===== src/rtl/fetch_pkg.sv =====
// Shared types and constants for the fetch-to-decode instruction queue.
package fetch_pkg;

  typedef struct packed {
    logic [31:0] inst;
    logic [31:0] pc_plus4;
  } fq_entry_t;

  localparam logic [31:0] NOP_INST     = 32'h0;
  localparam int          FQ_DEPTH_DEF = 4;

endpackage


===== src/rtl/fetch_queue_if.sv =====
// Control bus carrying the single clock and synchronous reset into the fetch queue.
interface ctrl_bus_if (input logic clk);

  logic reset;

  modport central (input clk, input reset);
  modport master  (input clk, output reset);

endinterface


===== src/rtl/fq_mem.sv =====
// Entry storage for the fetch queue: synchronous write, asynchronous read.
module fq_mem
  import fetch_pkg::*;
#(
  parameter int DEPTH = FQ_DEPTH_DEF
) (
  input  logic                     clk,
  input  logic                     we,
  input  logic [$clog2(DEPTH)-1:0] waddr,
  input  fq_entry_t                wdata,
  input  logic [$clog2(DEPTH)-1:0] raddr,
  output fq_entry_t                rdata
);

  // Contents are never reset; the queue masks the head with its empty flag.
  fq_entry_t r_mem [DEPTH];

  always_ff @(posedge clk) begin
    if (we) begin
      r_mem[waddr] <= wdata;
    end
  end

  assign rdata = r_mem[raddr];

endmodule


===== src/rtl/fetch_queue.sv =====
// Instruction queue between fetch and decode; replaces the IF/ID register and
// throws away everything it holds on a redirect.
module fetch_queue
  import fetch_pkg::*;
#(
  parameter int DEPTH = FQ_DEPTH_DEF,
  parameter int W     = 32
) (
  ctrl_bus_if.central              ctrl_bus,
  input  logic [W-1:0]             inst_F,
  input  logic [W-1:0]             pc_plus4_F,
  input  logic                     valid_F,
  output logic                     pc_enab,
  input  logic                     flush,
  input  logic                     stall_D,
  output logic [W-1:0]             inst_D,
  output logic [W-1:0]             pc_plus4_D,
  output logic                     valid_D,
  output logic [$clog2(DEPTH):0]   count
);

  localparam int AW = $clog2(DEPTH);
  localparam int CW = AW + 1;

  logic [AW-1:0] r_wrPtr;
  logic [AW-1:0] r_rdPtr;
  logic [CW-1:0] r_count;

  logic      w_full;
  logic      w_empty;
  logic      w_push;
  logic      w_pop;
  fq_entry_t w_wdata;
  fq_entry_t w_rdata;

  assign w_full  = (r_count == CW'(DEPTH));
  assign w_empty = (r_count == '0);
  assign w_push  = valid_F & ~w_full & ~flush;
  assign w_pop   = ~w_empty & ~stall_D & ~flush;
  assign w_wdata = '{inst: inst_F, pc_plus4: pc_plus4_F};

  // Occupancy lives in the counter, so the pointers may wrap freely.
  always_ff @(posedge ctrl_bus.clk) begin
    if (ctrl_bus.reset || flush) begin
      r_wrPtr <= '0;
      r_rdPtr <= '0;
      r_count <= '0;
    end else begin
      if (w_push) begin
        r_wrPtr <= r_wrPtr + AW'(1);
      end
      if (w_pop) begin
        r_rdPtr <= r_rdPtr + AW'(1);
      end
      case ({w_push, w_pop})
        2'b10:   r_count <= r_count + CW'(1);
        2'b01:   r_count <= r_count - CW'(1);
        default: r_count <= r_count;
      endcase
    end
  end

  fq_mem #(.DEPTH(DEPTH)) u_mem (
    .clk   (ctrl_bus.clk),
    .we    (w_push),
    .waddr (r_wrPtr),
    .wdata (w_wdata),
    .raddr (r_rdPtr),
    .rdata (w_rdata)
  );

  // Registered-only path to the PC enable keeps stall/flush timing off fetch.
  assign pc_enab    = ~w_full;
  assign valid_D    = ~w_empty;
  assign inst_D     = w_empty ? NOP_INST : w_rdata.inst;
  assign pc_plus4_D = w_empty ? '0 : w_rdata.pc_plus4;
  assign count      = r_count;

endmodule


===== src/flat_wrapper.sv =====
// flat-port wrapper written by rule: the top's interface ports become plain ports
module fetch_queue_flat import fetch_pkg::*;
#(
  parameter int DEPTH = FQ_DEPTH_DEF,
  parameter int W     = 32
)
  (inst_F, pc_plus4_F, valid_F, pc_enab, flush, stall_D, inst_D, pc_plus4_D, valid_D, count, clk, ctrl_bus_reset);
  ctrl_bus_if ctrl_bus_i (.clk(clk));
  input  logic [W-1:0] inst_F;
  input  logic [W-1:0] pc_plus4_F;
  input  logic valid_F;
  output logic pc_enab;
  input  logic flush;
  input  logic stall_D;
  output logic [W-1:0] inst_D;
  output logic [W-1:0] pc_plus4_D;
  output logic valid_D;
  output logic [$clog2(DEPTH):0] count;
  input wire logic clk;
  input wire logic [$bits(ctrl_bus_i.reset)-1:0] ctrl_bus_reset;
  assign ctrl_bus_i.reset = ctrl_bus_reset;
  fetch_queue #(.DEPTH(DEPTH), .W(W)) u_core (.ctrl_bus(ctrl_bus_i), .inst_F(inst_F), .pc_plus4_F(pc_plus4_F), .valid_F(valid_F), .pc_enab(pc_enab), .flush(flush), .stall_D(stall_D), .inst_D(inst_D), .pc_plus4_D(pc_plus4_D), .valid_D(valid_D), .count(count));
endmodule

===== config.mk =====
export PLATFORM = sky130hd
export DESIGN_NAME = fetch_queue_flat
export DESIGN_NICKNAME = d
export VERILOG_FILES = /design/src/rtl/fetch_pkg.sv /design/src/rtl/fetch_queue_if.sv /design/src/rtl/fq_mem.sv /design/src/rtl/fetch_queue.sv /design/src/flat_wrapper.sv
export SDC_FILE = /design/constraint.sdc
export NUM_CORES = 1
export LEC_CHECK = 0
export BUFFER_PORTS_ARGS = -buffer_cell sky130_fd_sc_hd__buf_4
export CAP_MARGIN = 15
export CORE_UTILIZATION = 35
export CTS_CLUSTER_DIAMETER = 50
export CTS_CLUSTER_SIZE = 10
export DETAILED_ROUTE_END_ITERATION = 6
export PLACE_DENSITY = 0.54
export SLEW_MARGIN = 40
export SYNTH_ARGS = -nofsm -noshare
export SYNTH_HDL_FRONTEND = slang
export SYNTH_HIERARCHICAL = 1
export SYNTH_SLANG_ARGS = --single-unit

===== constraint.sdc =====
create_clock -name clk -period 6.6 [get_ports clk]
set_clock_uncertainty 0.05 [all_clocks]
set_input_delay 0.33 -clock clk [delete_from_list [all_inputs] [get_ports clk]]
set_output_delay 0.33 -clock clk [all_outputs]
set_load 0.02 [all_outputs]

## Word-level counts from Yosys, hierarchy flattened

Memories as Yosys holds them, arrays and structs flattened. A register that Yosys moved wholly into a read port is not among the register bits.
Index checks and enable logic that the tools add are counted.

- $add $sub $neg: 4
- Eq/ne operators: 3
- Mux-type cells: 7
- Bitwise logic cells: 8
- Reductions and logical operators: 3

Operator list:

| cell | count |
|---|---|
| $mux 32 | 2 |
| $pmux 3 s2 | 1 |
| $add 2x1->2 const B | 2 |
| $and 1x1->1 | 4 |
| $mux 2 | 2 |
| $not 1->1 | 4 |
| $add 3x1->3 const B | 1 |
| $eq 3x3->1 const B | 1 |
| $logic_not 3->1 | 1 |
| $sub 3x1->3 const B | 1 |
| $eq 2x1->1 const B | 1 |
| $eq 2x2->1 const B | 1 |
| $mux 1 | 2 |
| $reduce_bool 2->1 | 1 |
| $logic_or 1x1->1 | 1 |

- Register bits: 7
- Bits in writable memories: 256
- Input bits: 69
- Output and inout port bits: 69
- Word-level logic and storage cells: 29
- Memories kept: 1

Memories:

| name | words | bits a word | rd ports | clocked after memory_dff | write ports | RTL line | text |
|---|---|---|---|---|---|---|---|
| u_core.u_mem.r_mem | 4 | 64 | 1 | 1 | 1 | fq_mem.sv:16 | `fq_entry_t r_mem [DEPTH];` |

## Logic depth before layout (Yosys ltp)

Gate-level depths: netlist of run 1.

- Depth after elaboration: 6
- Mapped depth: 8
- Mapped depth without buffers: 8

## Hierarchy

The synthesis of run 1 kept the hierarchy.

Modules (own cells, without submodules):

| module | instances | cells each | area an instance (um^2) | sequential area each (um^2) |
|---|---|---|---|---|
| fq_mem | 1 | 338 | 9341.5 | 7687.4 |
| fetch_queue | 1 | 116 | 840.8 | 140.1 |

## Worst setup path after synthesis of run 1

Ideal clock, no wire load.

- Path kind: register to register
- Start: register u_core.r_count[0] (netlist: u_core/count[0])
- End: memory u_core/u_mem/r_mem[0][0] in the netlist's numbering (enable)
- Setup time: 0.577 ns
- Arrival time: 5.749 ns
- Required time: 5.973 ns
- Slack: 0.224 ns
- Stages on the path, launching flop included: 5
- Path buffers: 0
- Period minus slack after synthesis: 6.376 ns
- Cell sequence: dfxtp_1 nor3b_1 or3_1 inv_1 nor3b_1

- Word-level cells in the longest chain between the ends: 6

Ends and longest elaborated chain:

| item | RTL line | text |
|---|---|---|
| from (decl) | fetch_queue.sv:27 | `logic [CW-1:0] r_count;` |
| from (signal assigned) | fetch_queue.sv:56 | `2'b10: r_count <= r_count + CW'(1);` |
| from (signal assigned) | fetch_queue.sv:57 | `2'b01: r_count <= r_count - CW'(1);` |
| from (signal assigned) | fetch_queue.sv:58 | `default: r_count <= r_count;` |
| $eq 3x3->1 | fetch_queue.sv:36 | `assign w_full = (r_count == CW'(DEPTH));` |
| $not 1->1 | fetch_queue.sv:38 | `assign w_push = valid_F & ~w_full & ~flush;` |
| $and 1x1->1 (2 in series) | fetch_queue.sv:38 |  |
| named net u_core.w_push | fetch_queue.sv:31 | `logic w_push;` |
| $mux 1 | fq_mem.sv:19 | `if (we) begin` |
| $mux 1 (implied by the code) | fq_mem.sv:20 | `r_mem[waddr] <= wdata;` |
| to (decl) | fq_mem.sv:16 |  |

The timed path passes the listed nets, and every way through them passes these cells.

==> flow_metrics.py, run 1 <==
metrics = {
    "outcome": {
        "status": "complete, no violations",
    },
    "critical_path": {
        "critPathMaxFanout": 34,
        "crit_type": "reg -> out",
        "end_kind": "output pin",
        "cp_common_cell": "buf_4",
        "startpoint_type": "register",
        "path_cells": "buf_4, mux4_1, and2_1, buf_4",
        "critPathSlowestCell": "dfxtp_4",
        "critPathArrivalTime_ns": 2.97,
        "cpPeakStageDelay_ns": 0.81,
        "cp.required_ns": 6.22,
    },
    "final_layout": {
        "layout_commonest_cell": "edfxtp_1",
        "layout-drive-gt1-share_pct": 37.14,
        "layout.cells.non_filler": 1076,
        "final_cell_mix": "edfxtp_1 (256), buf_4 (142), dlygate4sd3_1 (64), and2_1 (64), mux4_2 (60)",
        "diodes": 0,
        "synthToLayoutAreaGrowth_pct": 29.72,
        "fin_util_pct": 46.14,
        "final_nets": 749,
    },
    "synthesis": {
        "ys_seq_area_share_pct": 76.87,
        "postSynthAreaPerCell_um2": 22.43,
        "syn_inst": 454,
        "synth_nets": 525,
        "synth_top_cell_by_area": "edfxtp_1",
        "netlist_area_um2": 10180,
        "post-synth-top-area-fraction_pct": 75.50,
        "ys_ff_latch": 263,
        "synthTopCellsByArea": "edfxtp_1 (75%), mux4_2 (13%), and2_1 (3.9%), dfxtp_1 (1.4%), buf_12 (1.2%)",
        "synth_warnings": 6,
        "netlist-cell-type-count": 27,
    },
    "global_route": {
        "grt_pass1_wl_um": 31960,
        "grt_pass1_vias": 5668,
        "antenna_found_initial": 0,
        "grt_usage_pct": 13.92,
        "grt_max_degree": 66,
        "overflow": 0,
    },
    "detailed_routing": {
        "dr_wl_met2_um": 10000,
        "dr_wl_met3_um": 963,
        "avgViaCountPerCell": 4.713,
        "drtIter0Drc": 257,
        "firstDrtPassIters": 4,
        "post-route-drc-count": 0,
        "dr.max_layer_used": "met4",
        "vias": 5071,
        "wl_per_cell_um": 18.86,
        "wl_met1_um": 9007,
        "routed_wirelength_um": 20290,
        "drtAntennaViolNets": 0,
    },
    "die": {
        "fp.dieH_um": 172.6,
        "die_area_um2": 29780,
        "die_x_um": 172.6,
        "rows": 62,
        "io_pins": 138,
        "core_area_um2": 28630,
        "initial_core_util_pct": 35.57,
    },
    "timing": {
        "worstMarginPinSlew_ns": 0.7184,
        "max-slew-margin-rel_pct": 52.10,
        "final_hold_viol_count": 0,
        "setup_viol": 0,
        "post-route-min-period_ns": 3.348,
        "min_period_over_period_pct": 50.73,
        "slew_violations": 0,
        "fmax_mhz": 298.6,
        "rsz0062_at_grt": "no",
        "fin_setup_tns_ns": 0,
    },
    "flow_run": {
        "drv_cap": 0,
    },
    "power_and_ir_drop": {
        "leakagePower_uw": 0.004496,
        "seqPwrFrac_pct": 51.2,
        "fin_total_pwr_uw": 3650,
        "p_int_uw": 2944,
        "vdd_drop_max_mv": 0.1342,
        "p_per_area_nw_per_um2": 276.3,
        "p_sw_uw": 705.9,
        "swShare_pct": 19.34,
        "p_clk_share_pct": 43.7,
        "p_comb_share_pct": 5.0,
    },
    "clock_network": {
        "clkTransAtPathRegs_ns": 0.05,
        "htree_levels": 2,
        "cts_buffer_depth": 3,
        "cts_sinks": 263,
        "clk_latency_ns": 0.48,
        "postCtsSetupRepairBufs": 0,
        "cts_inserted_buffers": 34,
        "cts-root-buf": "clkbuf_16",
        "cts_tree": "yes",
    },
    "placed_design": {
        "dpl.hpwl_um": 11700,
        "dp.cells": 962,
        "portBuffers": 137,
        "gp_congestion": 0.6945,
    },
    "worst_hold_path": {
        "min_path_type": "in -> reg",
    },
}
## cells in the mapped netlist (all sizes together)
library cell / instances
buf: 19
and3: 1
a21oi: 6
nor3: 2
fa: 1
nand2b: 1
nor3b: 2
and3b: 2
and2: 64
or2: 1
nor2: 3
xor2: 2
edfxtp: 256
o21ai: 5
or3: 6
clkbuf: 3
inv: 7
nand2: 1
dfxtp: 7
mux4: 64
ha: 1
## worst max-delay path: cells and delay by family (launching register included)
family,cells,cell delay [ns]
buf+inv,2,0.88
flops,1,0.81
simple gates,1,0.16
mux,1,0.63
## state kept, by name, indices dropped and copies added (netlist names)
name and flops:
u_core/count 3, u_core/r_rdPtr 2, u_core/r_wrPtr 2, u_core/u_mem/r_mem 256
## through the flow
stage	area [um2]	hold WS, ns	setup WS (ns)
final	13210	0.1019	3.252
after detailed placement	11590	0.4831	3.614
after CTS	13210	0.08168	3.079
after global routing	13210	0.08799	2.941
after global placement	11510	0.4687	3.616
after floorplan	10180	0.3789	0.2239
## layer usage
metal / global-route usage (%) / vias up
met4: 3.385 / 0
met5: 0 / -
met2: 23.12 / 130
met3: 3.364 / 26
li1: - / 2290
met1: 18.43 / 2625
## power groups by stage
stage               sequential (uW)  clock (uW)  combinational (uW)
floorplan                      1900           0                75.6
global placement               1900           0                 151
detailed placement             1900           0                 156
CTS                            1870        1650                 188
global route                   1870        1710                 201
finish                         1870        1600                 184
## worst paths after layout
kind | startpoint | to | slack [ns] | depth (start not counted)
max | u_core/r_rdPtr[0]$_SDFFE_PP0P_ | pc_plus4_D[1] | 3.25 | 4
min | stall_D | u_core/r_rdPtr[0]$_SDFFE_PP0P_ | 0.10 | 3
max reg2reg | u_core/count[0]$_SDFFE_PP0P_ | u_core/u_mem/r_mem[2][7]$_DFFE_PP_ | 3.79 | 5
min reg2reg | u_core/r_wrPtr[0]$_SDFFE_PP0P_ | u_core/r_wrPtr[0]$_SDFFE_PP0P_ | 0.51 | 2
## area by class of cell
class,instances,area (um2)
multi-input cells,162,2105
clock inverters,5,40.04
clock buffers,45,933.4
inverters,7,28.78
well taps,384,480.5
repair buffers,210,1787
flip-flops and latches,263,7835
fillers,2472,15420
## what timing repair did
item,in CTS,in global routing
hold buffers,64,0
hold endpoints to repair,256,0
gates resized for setup,0,0
## kinds of logic after synthesis
kind of cell / share of synthesized area (%)
flops: 76.87
simple gates: 5.161
mux: 14.30
buf+inv: 2.630
compound gates: 0.5406
xor+xnor: 0.1721
fa+ha+maj: 0.3195
(Power assumes the default switching activity.)
==> run 2: changes to the inputs <==
Settings changed: PLACE_DENSITY 0.54 to 0.52.
Clock period 6.6 ns to 3.2 ns, I/O delays scaled along.
==> run 2 against run 1 <==
  * Final cell count grew 0.93%
  * Critical path depth is the same
  * Sequential power grew 110%
  * Register-to-register slack lost 3.0 ns
  * Non-clock buffer count grew 9
  * Combinational power grew 110%
  * Largest cell class unchanged
==> flow_metrics.py, run 2 (synthesis gave the netlist of run 1 again) <==
metrics = {
    "critical_path": {
        "path_delay_family": "flip-flops",
        "end_kind": "output pin",
        "cp.required_ns": 2.99,
        "cpPeakStageDelay_ns": 0.76,
        "crit_type": "reg -> out",
        "critPathSlowestCell": "dfxtp_4",
        "cp_common_cell": "buf_4",
        "worstSetupStartpoint": "u_core/r_rdPtr[0]$_SDFFE_PP0P_",
        "critPathMaxFanout": 31,
        "path_cells": "buf_4, mux4_2, and2_1, buf_4",
        "critPathArrivalTime_ns": 2.53,
        "worstReg2RegStart": "u_core/count[2]$_SDFFE_PP0P_",
        "crit_buf_inv": 2,
        "startpoint_type": "register",
    },
    "flow_run": {
        "drv_cap": 0,
    },
    "clock_network": {
        "clkTransAtPathRegs_ns": 0.05,
        "clk_latency_ns": 0.54,
        "cts_inserted_buffers": 31,
        "cts_buffer_depth": 3,
        "htree_levels": 1,
        "cts_sinks": 263,
        "cts-root-buf": "clkbuf_16",
        "cts_tree": "yes",
    },
    "power_and_ir_drop": {
        "swShare_pct": 19.26,
        "p_sw_uw": 1407,
        "p_per_area_nw_per_um2": 551.9,
        "fin_total_pwr_uw": 7303,
        "p_comb_share_pct": 5.4,
        "seqPwrFrac_pct": 52.8,
        "leakagePower_uw": 0.004498,
        "vdd_drop_max_mv": 0.2675,
        "p_int_uw": 5896,
        "p_clk_share_pct": 41.8,
    },
    "timing": {
        "rsz0062_at_grt": "no",
        "slew_violations": 0,
        "min_period_over_period_pct": 85.58,
        "final_hold_viol_count": 0,
        "setup_viol": 0,
        "max-slew-margin-rel_pct": 57.10,
        "fin_setup_tns_ns": 0,
        "worstMarginPinSlew_ns": 0.6435,
        "fmax_mhz": 365.2,
        "fin_ws_ns": 0.4614,
        "hold_ws_ns": 0.2273,
        "post-route-min-period_ns": 2.739,
    },
    "die": {
        "fp.dieH_um": 172.6,
        "die_area_um2": 29780,
        "rows": 62,
        "io_pins": 138,
        "core_area_um2": 28630,
        "initial_core_util_pct": 35.57,
        "die_x_um": 172.6,
    },
    "detailed_routing": {
        "drtIter0Drc": 309,
        "post-route-drc-count": 0,
        "wl_per_cell_um": 18.47,
        "firstDrtPassIters": 4,
        "routed_wirelength_um": 20060,
        "avgViaCountPerCell": 4.708,
        "vias": 5113,
        "drtAntennaViolNets": 0,
    },
    "global_route": {
        "antenna_found_initial": 0,
        "grt_usage_pct": 13.66,
        "grt_pass1_wl_um": 31560,
        "overflow": 0,
        "grt_max_degree": 42,
        "grt_pass1_vias": 5640,
    },
    "final_layout": {
        "nFillCells": 2433,
        "synthToLayoutAreaGrowth_pct": 29.95,
        "final_nets": 755,
        "largest_reg_flops": 256,
        "layout_commonest_cell": "edfxtp_1",
        "top_register": "u_core/u_mem/r_mem",
        "diodes": 0,
        "fin_util_pct": 46.22,
        "final_cell_mix": "edfxtp_1 (256), buf_4 (144), dlygate4sd3_1 (69)",
        "layout-drive-gt1-share_pct": 36.47,
    },
    "outcome": {
        "status": "complete, no violations",
    },
    "placed_design": {
        "post-place-ws_ns": 0.7805,
        "portBuffers": 137,
        "gp_congestion": 0.7395,
        "dpl.hpwl_um": 11770,
    },
    "worst_hold_path": {
        "min_path_type": "in -> reg",
        "hold_path.startpoint": "flush",
    },
}
==> run 2: worst min-delay path, delay by kind of cell <==
| family | cells | cell delay, ns |
|---|---|---|
| xor gates and xnor gates | 1 | 0.09 |
| and+or+nand+nor | 2 | 0.20 |
| adders and majority gates | 1 | 0.23 |
| buffers and inverters | 1 | 0.09 |
==> run 2: final cells by class <==
cell class / count / area [um2] / area share (%)
clock buffers: 45 / 828.3 / 6.260
clock inverters: 6 / 56.30 / 0.4255
inverters: 7 / 26.28 / 0.1986
multi-input cells: 162 / 2111 / 15.95
flip-flops and latches: 263 / 7838 / 59.23
well taps: 384 / 480.5 / 3.631
repair buffers: 219 / 1892 / 14.30
==> run 2: final timing paths <==
| kind | end | slack (ns) | depth (start not counted) |
|---|---|---|---|
| hold / removal | u_core/count[0]$_SDFFE_PP0P_ | 0.23 | 5 |
| hold reg to reg | u_core/count[2]$_SDFFE_PP0P_ | 0.52 | 2 |
| setup reg to reg | u_core/count[2]$_SDFFE_PP0P_ | 0.76 | 8 |
| setup / recovery | pc_plus4_D[15] | 0.46 | 4 |
==> run 2: routing by layer <==
| layer | vias up | GRT usage (%) | share of wire, % | wire length, um |
|---|---|---|---|---|
| li1 | 2303 | - | - | - |
| met1 | 2663 | 18.40 | 45 | 8980 |
| met2 | 119 | 22.78 | 49 | 9763 |
| met3 | 28 | 2.617 | 4.9 | 975 |
| met4 | 0 | 3.497 | 1.7 | 335 |
| met5 | - | 0 | 0 | 0 |
==> run 2: through the flow <==
step           cells  instance area, um2
2_1_floorplan    454               10200
3_3_place_gp     966               11660
3_5_place_dp     966               11660
4_1_cts         1086               13230
5_1_grt         1086               13230
6_report        1086               13230
==> run 2: timing repair <==
action | 4_1_cts | 5_1_grt
setup buffers | 0 | 0
hold endpoints to repair | 263 | 0
resized for setup | 0 | 0
hold buffers | 69 | 0
==> run 2: power by group through the flow <==
stage	clock network, uW	registers (uW)	logic [uW]
floorplan	0	3920	157
global placement	0	3920	319
detailed placement	0	3930	328
CTS	3150	3860	400
global route	3280	3860	425
finish	3060	3860	391
==> run 3: changes to the inputs <==
--- a/constraint.sdc
+++ b/constraint.sdc
@@ -4,2 +4,2 @@
 set_output_delay 0.16 -clock clk [all_outputs]
-set_load 0.02 [all_outputs]
+set_load 0.005 [all_outputs]
==> run 3 against run 2 <==
  * Non-clock buffer count increased by 2
  * Clock power grew 11%
  * Register-to-register slack lost 0.14 ns
  * Combinational power down 5.1%
  * Clock-buffer cell count decreased by 4
  * Die area did not move
  * First-iteration DRC count shrank 4.2%
  * Via count rose by 0.43%
  * Fmax is 2.5% higher
  * Sequential power hardly changed
  * Worst hold slack better by 0.032 ns
  * Power increased by 4.6%
==> flow_metrics.py, run 3 (synthesis gave the netlist of run 1 again) <==
metrics = {
    "outcome": {
        "status": "complete, no violations",
    },
    "global_route": {
        "grt_max_degree": 37,
        "grt_usage_pct": 14.51,
        "grt_pass1_vias": 5675,
        "overflow": 0,
        "grt_pass1_wl_um": 32670,
        "antenna_found_initial": 2,
    },
    "die": {
        "fp.dieH_um": 172.6,
        "core_area_um2": 28630,
        "die_area_um2": 29780,
        "initial_core_util_pct": 35.57,
        "rows": 62,
        "io_pins": 138,
        "die_x_um": 172.6,
    },
    "clock_network": {
        "hold_buffers": 69,
        "cts_inserted_buffers": 34,
        "ctsResizeCount": 0,
        "htree_levels": 2,
        "cts-root-buf": "clkbuf_16",
        "cts_buffer_depth": 3,
        "cts_sinks": 263,
        "clkTransAtPathRegs_ns": 0.05,
        "postCtsSetupRepairBufs": 0,
        "cts_tree": "yes",
        "clk_latency_ns": 0.49,
    },
    "final_layout": {
        "final_cell_mix": "edfxtp_1 (256), buf_4 (144), dlygate4sd3_1 (69)",
        "layout-drive-gt1-share_pct": 37.13,
        "layout_commonest_cell": "edfxtp_1",
        "synthToLayoutAreaGrowth_pct": 31.45,
        "fin_util_pct": 46.76,
        "largest_reg_flops": 256,
        "fin_area_um2": 13380,
        "final_nets": 760,
        "top_register": "u_core/u_mem/r_mem",
        "nFillCells": 2470,
    },
    "placed_design": {
        "post-place-ws_ns": 0.6670,
        "postPlaceCellArea_um2": 11690,
        "dpl.hpwl_um": 12260,
        "portBuffers": 137,
        "gp_congestion": 0.7385,
    },
    "power_and_ir_drop": {
        "p_per_area_nw_per_um2": 570.8,
        "p_sw_uw": 1456,
        "p_clk_share_pct": 44.7,
        "p_int_uw": 6184,
        "swShare_pct": 19.05,
        "seqPwrFrac_pct": 50.5,
        "leakagePower_uw": 0.004569,
        "p_comb_share_pct": 4.9,
        "vdd_drop_max_mv": 0.4086,
    },
    "critical_path": {
        "startpoint_type": "register",
        "end_kind": "output pin",
        "cp.required_ns": 2.99,
        "critPathArrivalTime_ns": 2.46,
        "critPathMaxFanout": 27,
        "rrSetupSlack_ns": 0.62,
        "crit_type": "reg -> out",
    },
    "timing": {
        "setup_viol": 0,
        "rsz0062_at_grt": "no",
        "fin_setup_tns_ns": 0,
        "post-route-min-period_ns": 2.671,
        "fmax_mhz": 374.4,
        "final_hold_viol_count": 0,
        "max-slew-margin-rel_pct": 58.63,
        "fin_ws_ns": 0.5293,
        "hold_ws_ns": 0.2595,
        "slew_violations": 0,
        "worstMarginPinSlew_ns": 0.6197,
        "min_period_over_period_pct": 83.46,
    },
    "detailed_routing": {
        "drtAntennaViolNets": 0,
        "post-route-drc-count": 0,
        "firstDrtPassIters": 4,
        "drtIter0Drc": 296,
        "wl_per_cell_um": 19.27,
        "vias": 5135,
        "routed_wirelength_um": 20990,
        "avgViaCountPerCell": 4.715,
    },
    "worst_hold_path": {
        "min_path_type": "in -> reg",
    },
    "flow_run": {
        "drv_cap": 0,
    },
}
-- run 3: cell count changes in the layout (fill, tap and decap cells not counted), sizes merged --
cell	change
bufinv	+1
clkinv	+1
clkinvlp	+1
diode	+2
clkbuf	-4
buf	+2
-- run 3: critical path, cell delays in order, from the launching register on --
cell and delay (ns):
dfxtp_4 0.70, buf_4 0.36, mux4_1 0.59, and2_1 0.16, buf_4 0.13
-- run 3: power by group through the flow --
| stage | sequential, uW | combinational (uW) | clock, uW |
|---|---|---|---|
| after floorplan | 3920 | 126 | 0 |
| after global placement | 3920 | 299 | 0 |
| after detailed placement | 3930 | 308 | 0 |
| after CTS | 3860 | 379 | 3510 |
| after global routing | 3860 | 404 | 3640 |
| final | 3860 | 371 | 3410 |
-- run 3: routing by layer --
metal  global-route usage (%)  routed length, um  vias to the layer above
met5                        0                  0                        -
met4                    3.497                311                        0
met3                    3.870               1122                       31
met2                    24.83              10590                      148
met1                    18.35               8963                     2651
li1                         -                  -                     2305
-- run 3: final cells by class --
cell class / count / area [um2] / share of cell area [%]
antenna: 2 / 5.005 / 0.03739
clock buffer: 41 / 898.4 / 6.712
clock inverter: 9 / 96.34 / 0.7198
inverter: 7 / 26.28 / 0.1963
multi-input combinational: 162 / 2111 / 15.77
sequential: 263 / 7835 / 58.54
tap: 384 / 480.5 / 3.590
timing repair buffer: 221 / 1932 / 14.43
-- run 3: path summary, 6_finish.rpt --
path	startpoint	to	depth (start not counted)
max	u_core/r_rdPtr[0]$_SDFFE_PP0P_	inst_D[31]	4
max reg2reg	u_core/count[2]$_SDFFE_PP0P_	u_core/count[2]$_SDFFE_PP0P_	8
min	flush	u_core/count[0]$_SDFFE_PP0P_	5
min reg2reg	u_core/count[2]$_SDFFE_PP0P_	u_core/count[2]$_SDFFE_PP0P_	2
-- run 3: per-stage QoR --
stage	std cells	power, uW
after floorplan	454	4050
after global placement	968	4221
after detailed placement	968	4234
after CTS	1087	7743
after global routing	1089	7903
final	1089	7639
